$ cat config.mk
export PLATFORM = sky130hd
export DESIGN_NAME = feature_accum_sat_flat
export DESIGN_NICKNAME = d
export VERILOG_FILES = /design/src/rtl/feature_accum_sat_if.sv /design/src/rtl/feature_accum_sat.sv /design/src/flat_wrapper.sv
export SDC_FILE = /design/constraint.sdc
export NUM_CORES = 1
export LEC_CHECK = 0
export BUFFER_PORTS_ARGS = -buffer_cell sky130_fd_sc_hd__buf_2
export CORE_UTILIZATION = 55
export DETAILED_ROUTE_END_ITERATION = 7
export GPL_ROUTABILITY_DRIVEN = 1
export GPL_TIMING_DRIVEN = 0
export PLACE_DENSITY_LB_ADDON = 0.12
export RECOVER_POWER = 25
export SLEW_MARGIN = 20
export SYNTH_ARGS = -nofsm -noshare
export SYNTH_HDL_FRONTEND = slang
export SYNTH_SLANG_ARGS = --single-unit
$ cat constraint.sdc
create_clock -name clk -period 3.5 [get_ports clk]
set_input_delay 0.175 -clock clk [delete_from_list [all_inputs] [get_ports clk]]
set_output_delay 0.175 -clock clk [all_outputs]
set_load 0.01 [all_outputs]
$ cat src/rtl/feature_accum_sat_if.sv
// Handshake bundle between a feature source, feature_accum_sat and its downstream consumer.
// The slave modport is the accumulator's view; master is the driver/consumer view.
interface feature_accum_sat_if #(
    parameter int unsigned FEATURE_WIDTH = 32,
    parameter int unsigned LEN_WIDTH     = 10
);
    logic [LEN_WIDTH-1:0]     cfg_len;
    logic                     in_valid;
    logic                     in_ready;
    logic [FEATURE_WIDTH-1:0] in_data;
    logic                     out_valid;
    logic                     out_ready;
    logic [FEATURE_WIDTH-1:0] out_data;
    logic                     out_sat;
    logic                     busy;

    modport master (
        output cfg_len, in_valid, in_data, out_ready,
        input  in_ready, out_valid, out_data, out_sat, busy
    );

    modport slave (
        input  cfg_len, in_valid, in_data, out_ready,
        output in_ready, out_valid, out_data, out_sat, busy
    );
endinterface

$ cat src/rtl/feature_accum_sat.sv
// Sums groups of cfg_len signed partial sums and emits one saturated result per group,
// with back-to-back groups and a single-entry output register.
module feature_accum_sat #(
    parameter int unsigned FEATURE_WIDTH = 32,
    parameter int unsigned LEN_WIDTH     = 10,
    parameter int unsigned ACC_WIDTH     = 48
) (
    input logic                clk,
    input logic                rst,
    feature_accum_sat_if.slave acc_bus
);
    logic [ACC_WIDTH-1:0]     r_acc;
    logic [LEN_WIDTH-1:0]     r_cnt;
    logic [LEN_WIDTH-1:0]     r_len;
    logic                     r_out_valid;
    logic [FEATURE_WIDTH-1:0] r_out_data;
    logic                     r_out_sat;

    logic                     w_in_ready;
    logic                     w_fire;
    logic                     w_first;
    logic [LEN_WIDTH-1:0]     w_len_eff;
    logic                     w_last;
    logic [ACC_WIDTH-1:0]     w_in_sext;
    logic [ACC_WIDTH-1:0]     w_sum;
    logic                     w_ovf_pos;
    logic                     w_ovf_neg;
    logic [FEATURE_WIDTH-1:0] w_clip;

    assign w_in_ready = !r_out_valid || acc_bus.out_ready;
    assign w_fire     = acc_bus.in_valid && w_in_ready;
    assign w_first    = (r_cnt == '0);

    // Length is taken live from cfg_len only on the first beat; later beats use the latched copy.
    always_comb begin
        w_len_eff = r_len;
        if (w_first) begin
            w_len_eff = (acc_bus.cfg_len == '0) ? LEN_WIDTH'(1) : acc_bus.cfg_len;
        end
    end

    assign w_last = w_fire &&
                    (({1'b0, r_cnt} + {{LEN_WIDTH{1'b0}}, 1'b1}) == {1'b0, w_len_eff});

    assign w_in_sext = {{(ACC_WIDTH-FEATURE_WIDTH){acc_bus.in_data[FEATURE_WIDTH-1]}},
                        acc_bus.in_data};
    assign w_sum     = w_first ? w_in_sext : (r_acc + w_in_sext);

    // Out of range when the bits above the output sign bit disagree with the accumulator sign.
    assign w_ovf_pos = !w_sum[ACC_WIDTH-1] && (|w_sum[ACC_WIDTH-2:FEATURE_WIDTH-1]);
    assign w_ovf_neg = w_sum[ACC_WIDTH-1] && !(&w_sum[ACC_WIDTH-2:FEATURE_WIDTH-1]);

    always_comb begin
        w_clip = w_sum[FEATURE_WIDTH-1:0];
        if (w_ovf_pos) begin
            w_clip = {1'b0, {(FEATURE_WIDTH-1){1'b1}}};
        end else if (w_ovf_neg) begin
            w_clip = {1'b1, {(FEATURE_WIDTH-1){1'b0}}};
        end
    end

    always_ff @(posedge clk) begin
        if (rst) begin
            r_acc       <= '0;
            r_cnt       <= '0;
            r_len       <= LEN_WIDTH'(1);
            r_out_valid <= 1'b0;
            r_out_data  <= '0;
            r_out_sat   <= 1'b0;
        end else begin
            if (w_fire) begin
                r_acc <= w_sum;
                if (w_first) begin
                    r_len <= w_len_eff;
                end
                if (w_last) begin
                    r_cnt <= '0;
                end else begin
                    r_cnt <= r_cnt + LEN_WIDTH'(1);
                end
            end

            if (w_last) begin
                r_out_valid <= 1'b1;
                r_out_data  <= w_clip;
                r_out_sat   <= w_ovf_pos || w_ovf_neg;
            end else if (r_out_valid && acc_bus.out_ready) begin
                r_out_valid <= 1'b0;
            end
        end
    end

    assign acc_bus.in_ready  = w_in_ready;
    assign acc_bus.out_valid = r_out_valid;
    assign acc_bus.out_data  = r_out_data;
    assign acc_bus.out_sat   = r_out_sat;
    assign acc_bus.busy      = (r_cnt != '0) || r_out_valid;
endmodule

$ cat src/flat_wrapper.sv
// flat-port wrapper written by rule: the top's interface ports become plain ports
module feature_accum_sat_flat 
#(
    parameter int unsigned FEATURE_WIDTH = 32,
    parameter int unsigned LEN_WIDTH     = 10,
    parameter int unsigned ACC_WIDTH     = 48
)
  (clk, rst, acc_bus_cfg_len, acc_bus_in_valid, acc_bus_in_data, acc_bus_out_ready, acc_bus_in_ready, acc_bus_out_valid, acc_bus_out_data, acc_bus_out_sat, acc_bus_busy);
  feature_accum_sat_if #(.FEATURE_WIDTH(FEATURE_WIDTH), .LEN_WIDTH(LEN_WIDTH)) acc_bus_i ();
  input logic clk;
  input logic rst;
  input wire logic [$bits(acc_bus_i.cfg_len)-1:0] acc_bus_cfg_len;
  input wire logic [$bits(acc_bus_i.in_valid)-1:0] acc_bus_in_valid;
  input wire logic [$bits(acc_bus_i.in_data)-1:0] acc_bus_in_data;
  input wire logic [$bits(acc_bus_i.out_ready)-1:0] acc_bus_out_ready;
  output wire logic [$bits(acc_bus_i.in_ready)-1:0] acc_bus_in_ready;
  output wire logic [$bits(acc_bus_i.out_valid)-1:0] acc_bus_out_valid;
  output wire logic [$bits(acc_bus_i.out_data)-1:0] acc_bus_out_data;
  output wire logic [$bits(acc_bus_i.out_sat)-1:0] acc_bus_out_sat;
  output wire logic [$bits(acc_bus_i.busy)-1:0] acc_bus_busy;
  assign acc_bus_i.cfg_len = acc_bus_cfg_len;
  assign acc_bus_i.in_valid = acc_bus_in_valid;
  assign acc_bus_i.in_data = acc_bus_in_data;
  assign acc_bus_i.out_ready = acc_bus_out_ready;
  assign acc_bus_in_ready = acc_bus_i.in_ready;
  assign acc_bus_out_valid = acc_bus_i.out_valid;
  assign acc_bus_out_data = acc_bus_i.out_data;
  assign acc_bus_out_sat = acc_bus_i.out_sat;
  assign acc_bus_busy = acc_bus_i.busy;
  feature_accum_sat #(.FEATURE_WIDTH(FEATURE_WIDTH), .LEN_WIDTH(LEN_WIDTH), .ACC_WIDTH(ACC_WIDTH)) u_core (.clk(clk), .rst(rst), .acc_bus(acc_bus_i));
endmodule
==> results of run 1 <==
## repair_timing
item / CTS / global route
gates cloned: 3 / 2
hold buffers: 0 / 0
gates resized for setup: 144 / 176
buffers inserted: 32 / 35
pin swaps: 61 / 68
endpoints found under the setup margin: 41 / 40
## power breakdown
part           total (uW)  switching (uW)  leakage (uW)  internal [uW]
Clock                1130             533      0.000161            598
Combinational        1910            1120       0.00331            790
Sequential           1290            54.5      0.000842           1230
## registers in the layout (all words and copies together) (netlist names)
signal	flops
u_core.acc_bus.out_sat	1
u_core.acc_bus.out_valid	1
u_core.r_acc	48
u_core.r_cnt	10
u_core.acc_bus.out_data	32
u_core.r_len	10
## cell type report
class / instances / area share
multi-input cells: 898 / 0.6203
flip-flops and latches: 102 / 0.1940
repair buffers: 148 / 0.09089
plain buffers: 61 / 0.03904
clock buffers: 10 / 0.02246
well taps: 180 / 0.02116
clock inverters: 6 / 0.008348
inverters: 10 / 0.003762
## kinds of logic (layout without fill, tap and decap cells)
logic type | after synthesis | count (layout)
fa+ha+maj | 50 | 50
mux | 20 | 20
buf+inv | 79 | 235
xor+xnor | 57 | 57
simple gates | 437 | 437
flops | 102 | 102
compound gates | 334 | 334
## critical path, delay by kind of cell, from the launching register on
| kind | cells | cell delay (ns) |
|---|---|---|
| AO/OA/AOI/OAI | 5 | 1.61 |
| AND/OR/NAND/NOR | 6 | 0.91 |
| buffers and inverters | 3 | 0.42 |
| flip-flops | 1 | 0.34 |
| adder cells (fa/ha/maj) | 1 | 0.31 |
## layer usage
metal  wire, um  track usage  vias to the layer above
met5          0            0                        -
met1      12040       0.4897                     4323
li1           -            -                     4189
met4       1126       0.1597                        0
met2      13080       0.5533                      486
met3       2292      0.04213                       91
## path summary, 6_finish.rpt
| kind | start | endpoint | cells past startpoint |
|---|---|---|---|
| max | u_core.r_acc[6] | u_core.acc_bus.out_data[29] | 15 |
| min | acc_bus_cfg_len[2] | u_core.r_len[2] | 3 |
| max reg2reg | u_core.r_acc[6] | u_core.acc_bus.out_data[29] | 15 |
| min reg2reg | u_core.r_len[8] | u_core.r_len[8] | 2 |
## stage by stage
stage | setup WS [ns] | power, uW | std cells | TNS (ns) | hold WS [ns]
finish | -0.1763 | 4326 | 1415 | -3.302 | 0.06503
global route | -0.2703 | 4500 | 1415 | -6.353 | 0.07567
CTS | -0.1336 | 3994 | 1385 | -2.896 | 0.06520
detailed placement | -1.135 | 2631 | 1339 | -33.55 | 0.4479
global placement | -1.166 | 2615 | 1339 | -37.52 | 0.4420
floorplan | 0.06119 | 2284 | 1079 | 0 | 0.3110
## synth_stat cells (3+ instances only)
master,instances
sky130_fd_sc_hd__nand2_1,126
sky130_fd_sc_hd__mux2i_1,19
sky130_fd_sc_hd__nor2_1,148
sky130_fd_sc_hd__nand3b_1,7
sky130_fd_sc_hd__xor2_1,22
sky130_fd_sc_hd__nor2b_1,4
sky130_fd_sc_hd__a21oi_1,135
sky130_fd_sc_hd__clkbuf_1,39
sky130_fd_sc_hd__nand2b_1,20
sky130_fd_sc_hd__a221oi_1,3
sky130_fd_sc_hd__buf_1,7
sky130_fd_sc_hd__a21o_1,10
sky130_fd_sc_hd__inv_1,10
sky130_fd_sc_hd__o22ai_1,8
sky130_fd_sc_hd__buf_2,13
sky130_fd_sc_hd__o21ai_1,4
sky130_fd_sc_hd__nand4_1,20
sky130_fd_sc_hd__o211ai_1,11
sky130_fd_sc_hd__a31oi_1,6
sky130_fd_sc_hd__nor3_1,43
sky130_fd_sc_hd__buf_6,3
sky130_fd_sc_hd__or3_1,6
sky130_fd_sc_hd__and3_1,12
sky130_fd_sc_hd__and4_1,6
sky130_fd_sc_hd__o21ai_0,59
sky130_fd_sc_hd__nand3_1,16
sky130_fd_sc_hd__o21bai_1,40
sky130_fd_sc_hd__o21a_1,6
sky130_fd_sc_hd__and2_1,7
sky130_fd_sc_hd__xnor2_1,34
sky130_fd_sc_hd__buf_4,6
sky130_fd_sc_hd__o31ai_1,3
sky130_fd_sc_hd__a211o_1,3
sky130_fd_sc_hd__dfxtp_1,102
sky130_fd_sc_hd__ha_1,49
sky130_fd_sc_hd__a211oi_1,18
sky130_fd_sc_hd__a311oi_1,6
sky130_fd_sc_hd__nor4_1,6
==> Implementation_results.wiki, run 1 <==
{| class="wikitable"
! Metric !! Value
|-
| Maximum number of pins on one net before global-route repair || 20
|-
| Weighted congestion at the end of routability-driven global placement || approximately 0.98
|-
| Commonest non-fill, non-tap cell in the layout || sky130_fd_sc_hd__nor2_1
|-
| Critical path endpoint category || flip-flop
|-
| Critical path startpoint category || flip-flop
|-
| Largest area contributor in the synthesized netlist || sky130_fd_sc_hd__dfxtp_1
|-
| Share of final-layout standard cells stronger than drive strength 1 || 0.2923
|-
| Ys flop type || sky130_fd_sc_hd__dfxtp_1
|-
| Post-synthesis share of cell area spent on xor and xnor gates || 0.06523
|-
| Top cells by area in the synthesized netlist || sky130_fd_sc_hd__dfxtp_1, sky130_fd_sc_hd__a21oi_1, sky130_fd_sc_hd__ha_1
|-
| Worst setup path class || reg -> reg
|-
| Overall global routing resource usage || 0.3549
|-
| Detailed-route DRC error count || 0
|-
| Filler cell count || 1022
|-
| Final number of hold-violating endpoints || 0
|-
| Path category of the worst min-delay check || in -> reg
|-
| Via count of the routed design || slightly above 9000
|-
| Final core utilization || 0.7637
|-
| Final-report setup violation count || 32
|-
| Number of antenna-violating nets in the routed design || 0
|-
| Drt first-iter violations || between 800 and 900
|-
| Final clock period utilization by the worst path || 1.050
|-
| Sequential Area || 2064 um2
|-
| Count of H-tree levels built during CTS || 3
|-
| Initial Util || 0.5643
|-
| Fraction of registers with async set/reset || 0
|-
| Adder-Cell Fraction of Synth Area || 0.08051
|-
| Post-synthesis register bit count || 102
|-
| Number of global-route vias before repair || 8001
|-
| Part of the Yosys area used for sequential elements || 0.2597
|-
| Multiplexer area fraction after synthesis || 0.02562
|-
| Post-synthesis simple-gate area fraction || 0.2616
|-
| Pre-Repair DR Iteration Count || 6
|-
| Total length of routed wires || 28.53 mm
|-
| Clock tree from TritonCTS || built
|-
| Post-detailed-route via-to-cell ratio || 6.423
|-
| Dominant combinational cell family by area after synthesis || compound AO/OA/AOI/OAI gates
|-
| Compound-cell area share of the yosys netlist || 0.2617
|-
| PnR worst setup slack || -0.1763 ns
|-
| Wire length of the first global-routing pass || 41.14 mm
|-
| Post-synth top area share || 0.2597
|-
| Number of antenna violations at the first check in global routing || 0
|-
| Clock Tree Buf Depth || 2
|-
| Vertical extent of the die || 121.6 um
|-
| Layout Area Growth over Synthesis || 35.32%
|-
| Overall die area || between 10000 and 15000 um2
|-
| Slowest cell on the critical path || sky130_fd_sc_hd__a2111o_1
|-
| Mapped Nets || 1175
|-
| Slew HR || 0.4790
|-
| Maximum vdd drop || between 0.2 and 0.3 mV
|-
| Total congestion overflow after global routing || 0
|-
| Violated checks || negative setup slack
|-
| Antenna Diode Count || 0
|-
| Clock Skews || 0.01102 ns
|-
| Area of combinational cells with multiple inputs || 6601 um2
|-
| Nets@finish || between 1000 and 1500
|-
| Cell-by-cell listing of the critical path || ha_4, nand2_1, a211oi_2, nand2_1, a2111o_1, and3b_1, a311o_1, nor3_2, nand4_1, o31ai_4, buf_6, buf_12, buf_12, nand2_1, a21oi_2
|-
| Buffers added on ports || 80
|-
| Post-DP HPWL || 18.53 mm
|-
| Slew at the pin closest to its max-slew limit || 0.7816 ns
|-
| Flop-to-flop setup slack || -0.18 ns
|-
| Latest clock arrival within the worst-skew pair || 0.37 ns
|-
| CP Max Fanout || 6
|-
| Count of mapped cells out of synthesis || roughly 1100
|-
| Summed instance area of the synthesized netlist || 7864 um2
|-
| Clock buffer count from CTS || 9
|-
| Placeable core region || 13930 um2
|-
| Number of warnings printed during yosys synthesis || 0
|-
| Power density over the cells || 406.5 nW/um2
|-
| Total number of clock tree sinks || just over 100
|-
| Horizontal extent of the die || 121.6 um
|-
| Worst path most repeated cell || sky130_fd_sc_hd__nand2_1
|-
| Number of maximum-capacitance constraint violations || 0
|-
| Worst EP arrival || slightly below 4 ns
|-
| Max Clk Rate || 272.0 MHz
|-
| Leading cell types in the layout, fill and taps excluded || sky130_fd_sc_hd__nor2_1, sky130_fd_sc_hd__nand2_1, sky130_fd_sc_hd__a21oi_1
|-
| Floorplan row count || 43
|-
| Final max-slew violation count || 0
|-
| Crit path time final || 3.676 ns
|-
| WP data required || between 3 and 4 ns
|-
| Post-Syn Area per Cell || 7.288 um2
|-
| Number of enable flip-flop cells after synthesis || 0
|-
| Reg clk slew, reported paths || 0.08 ns
|-
| Run status || complete, but fails checks
|-
| Finished Cell Area || between 10000 and 15000 um2
|-
| Delay contributed by the slowest stage of the critical path || approximately 0.55 ns
|-
| Per-cell routed wire length || 20.17 um
|-
| I/O pin count || just over 80
|-
| Area post-placement || roughly 8500 um2
|-
| Clock root buffer master || sky130_fd_sc_hd__clkbuf_16
|-
| Setup repair after global routing missed its margin || true
|-
| Leakage power figure || 0.004312 uW
|-
| Unique masters post-synth || 71
|}
(Power assumes the default switching activity.)
==> run 2, diff against run 1 <==
CORE_ASPECT_RATIO = 1.4   (was unset)
==> run 2 against run 1 <==
  * The run still ends with negative setup slack left
  * Sequential power barely moved
  * Sequential share of layout area fell by 0.061 points
  * First-iteration DRC count fell by 13%
  * Final cell count rose by 0.57%
  * Via count fell by 1.3%
  * Worst hold slack improved by 0.0022 ns
  * Die area barely moved
  * Worst setup slack got worse by 0.062 ns
  * Clock-buffer cell count did not move
  * Critical path type unchanged
  * Global-route usage fell by 0.22 points
  * Clock power fell by 4%
  * Combinational power barely moved
==> Implementation_results.wiki, run 2 (synthesized netlist as in run 1, its figures left out) <==
{| class="wikitable"
! Metric !! Value
|-
| Slew HR || 0.4416
|-
| Number of antenna-violating nets in the routed design || 0
|-
| Number of cells on the worst reg-to-reg path || 17
|-
| Worst setup path class || reg -> reg
|-
| Commonest non-fill, non-tap cell in the layout || sky130_fd_sc_hd__nor2_1
|-
| Violated checks || negative setup slack
|-
| WP buf/inv || 5
|-
| Final max-slew violation count || 0
|-
| Critical path endpoint category || flip-flop
|-
| Clock tree from TritonCTS || built
|-
| Run status || complete, but fails checks
|-
| Slew at the pin closest to its max-slew limit || 0.8376 ns
|-
| Number of antenna violations at the first check in global routing || 0
|-
| Overall die area || about 15000 um2
|-
| Final number of hold-violating endpoints || 0
|-
| Total length of routed wires || 27.67 mm
|-
| Slowest cell on the critical path || sky130_fd_sc_hd__a221oi_4
|-
| Leading cell types in the layout, fill and taps excluded || sky130_fd_sc_hd__nor2_1, sky130_fd_sc_hd__nand2_1, sky130_fd_sc_hd__dfxtp_1
|-
| Maximum number of pins on one net before global-route repair || 20
|-
| Crit path depth || 17
|-
| Latest clock arrival within the worst-skew pair || 0.37 ns
|-
| Via count of the routed design || 8970
|-
| Clock Skews || around 0.012 ns
|-
| Per-cell routed wire length || slightly below 20 um
|-
| Maximum vdd drop || 0.3571 mV
|-
| Nets@finish || ~1300
|-
| Register with the most flip-flops || u_core.r_acc
|-
| Critical path startpoint category || flip-flop
|-
| Max Clk Rate || approximately 270 MHz
|-
| Weighted congestion at the end of routability-driven global placement || 0.9570
|-
| Worst EP arrival || 4.04 ns
|-
| Clock Tree Buf Depth || 2
|-
| Area post-placement || about 8500 um2
|-
| Cell-by-cell listing of the critical path || ha_4, a21o_1, nand2b_1, o21ai_4, o21ai_4, buf_4, buf_6, a221oi_4, xor2_2, nor4_2, nand4_1, o31ai_4, buf_6, buf_12, buf_12, nand2_2, a21oi_2
|-
| Placeable core region || approximately 14000 um2
|-
| Flop-to-flop setup slack || -0.24 ns
|-
| Post-detailed-route via-to-cell ratio || 6.304
|-
| Vertical extent of the die || 143.5 um
|-
| Leakage power figure || between 0.004 and 0.005 uW
|-
| Hold endpoint || u_core.r_len[8]
|-
| Power density over the cells || slightly above 400 nW/um2
|-
| Count of placed standard cells in the final layout, fillers left out || 1423
|-
| WP data required || 3.80 ns
|-
| Pre-Repair DR Iteration Count || 5
|-
| Final total negative setup slack || -6.043 ns
|-
| PnR worst setup slack || -0.2379 ns
|-
| Crit Reg-Reg Startpoint || u_core.r_acc[7]
|-
| Total congestion overflow after global routing || 0
|-
| Final clock period utilization by the worst path || 1.068
|-
| CP Max Fanout || 5
|-
| Clock root buffer master || sky130_fd_sc_hd__clkbuf_16
|-
| Initial Util || 0.5653
|-
| Count of H-tree levels built during CTS || 3
|-
| I/O pin count || 82
|-
| Inst Count DP || 1344
|-
| Clock buffer count from CTS || 9
|-
| Number of global-route vias before repair || around 8000
|-
| Finished Cell Area || about 11000 um2
|-
| Wire length of the first global-routing pass || 39.85 mm
|-
| Share of final-layout standard cells stronger than drive strength 1 || 0.2973
|-
| Layout Area Growth over Synthesis || 35.75%
|-
| Post-DP HPWL || 18.50 mm
|-
| Floorplan row count || 51
|-
| Path category of the worst min-delay check || in -> reg
|-
| Reg clk slew, reported paths || about 0.080 ns
|-
| Worst hold path cell count || 3
|-
| Delay contributed by the slowest stage of the critical path || 0.49 ns
|-
| Total number of clock tree sinks || 102
|-
| Crit path time final || 3.738 ns
|-
| Setup repair after global routing missed its margin || true
|-
| Final-report setup violation count || 32
|-
| Antenna Diode Count || 0
|-
| Power consumption || 4310 uW
|-
| Detailed-route DRC error count || 0
|-
| Overall global routing resource usage || 0.3527
|-
| Max FFs per register || 48
|-
| Horizontal extent of the die || 103.1 um
|-
| Dominant delay contributor by cell family on the critical path || compound AO/OA/AOI/OAI gates
|-
| Worst Hold Launch || acc_bus_cfg_len[8]
|-
| Drt first-iter violations || 766
|-
| Buffers added on ports || 80
|-
| Number of maximum-capacitance constraint violations || 0
|-
| Number of hold-repair buffers added at the cts stage || 0
|-
| Critical R2R Capture || u_core.acc_bus.out_data[26]
|}
==> run 2: cell types whose count changed in the layout (fill, tap and decap cells not counted), sizes merged <==
cell	previous run	this run
inv	13	14
buf	148	151
clkinv	2	0
clkinvlp	0	1
==> run 2: timing repair <==
item,in CTS,in global routing
gates resized for setup,136,176
gates cloned,3,1
setup buffers,38,30
pin swaps,63,61
endpoints found under the setup margin,39,39
==> run 2: layer usage <==
metal	vias up	part of all wire	track usage
li1	4190	-	-
met1	4230	0.39	0.4303
met2	438	0.48	0.5905
met3	112	0.073	0.04767
met4	0	0.057	0.1950
met5	-	0	0
==> run 2: where the power goes <==
| part | switching [uW] | leakage, uW | internal (uW) | total (uW) |
|---|---|---|---|---|
| Clock | 513 | 0.000146 | 569 | 1080 |
| Sequential | 55.5 | 0.000841 | 1230 | 1290 |
| Combinational | 1120 | 0.00334 | 819 | 1940 |
==> run 2: metrics by stage <==
step	hold WS (ns)	util	setup WS [ns]
2_1_floorplan	0.3110	-	0.06119
3_3_place_gp	0.4402	0.6107	-1.218
3_5_place_dp	0.4468	0.6112	-1.201
4_1_cts	0.05570	0.6977	-0.06658
5_1_grt	0.07077	0.7674	-0.2722
6_report	0.06720	0.7674	-0.2379
==> run 2: layout make-up <==
| cell class | count | area (um2) |
|---|---|---|
| Fill cell | 1058 | 3236 |
| Clock buffer | 10 | 229.0 |
| Buffer | 61 | 411.6 |
| Clock inverter | 6 | 75.07 |
| Multi-Input combinational cell | 898 | 6619 |
| Timing Repair Buffer | 151 | 1007 |
| Sequential cell | 102 | 2064 |
| Tap cell | 185 | 231.5 |
| Inverter | 10 | 37.54 |
==> run 2: tightest hold or removal path, cell delays in order <==
cell and delay (ns):
sky130_fd_sc_hd__buf_2 0.12, sky130_fd_sc_hd__nand2_1 0.05, sky130_fd_sc_hd__a21oi_1 0.05
==> run 2: worst max-delay path by stage <==
| stage | from | endpoint | slack, ns |
|---|---|---|---|
| floorplan | u_core.r_acc[29] | u_core.acc_bus.out_data[10] | 0.06 |
| detailed placement | acc_bus_in_data[31] | u_core.acc_bus.out_data[25] | -1.20 |
| global route | u_core.r_acc[7] | u_core.acc_bus.out_data[29] | -0.27 |
| global placement | acc_bus_in_data[31] | u_core.acc_bus.out_data[22] | -1.22 |
| finish | u_core.r_acc[7] | u_core.acc_bus.out_data[26] | -0.24 |
| CTS | u_core.r_acc[28] | u_core.acc_bus.out_data[0] | -0.07 |
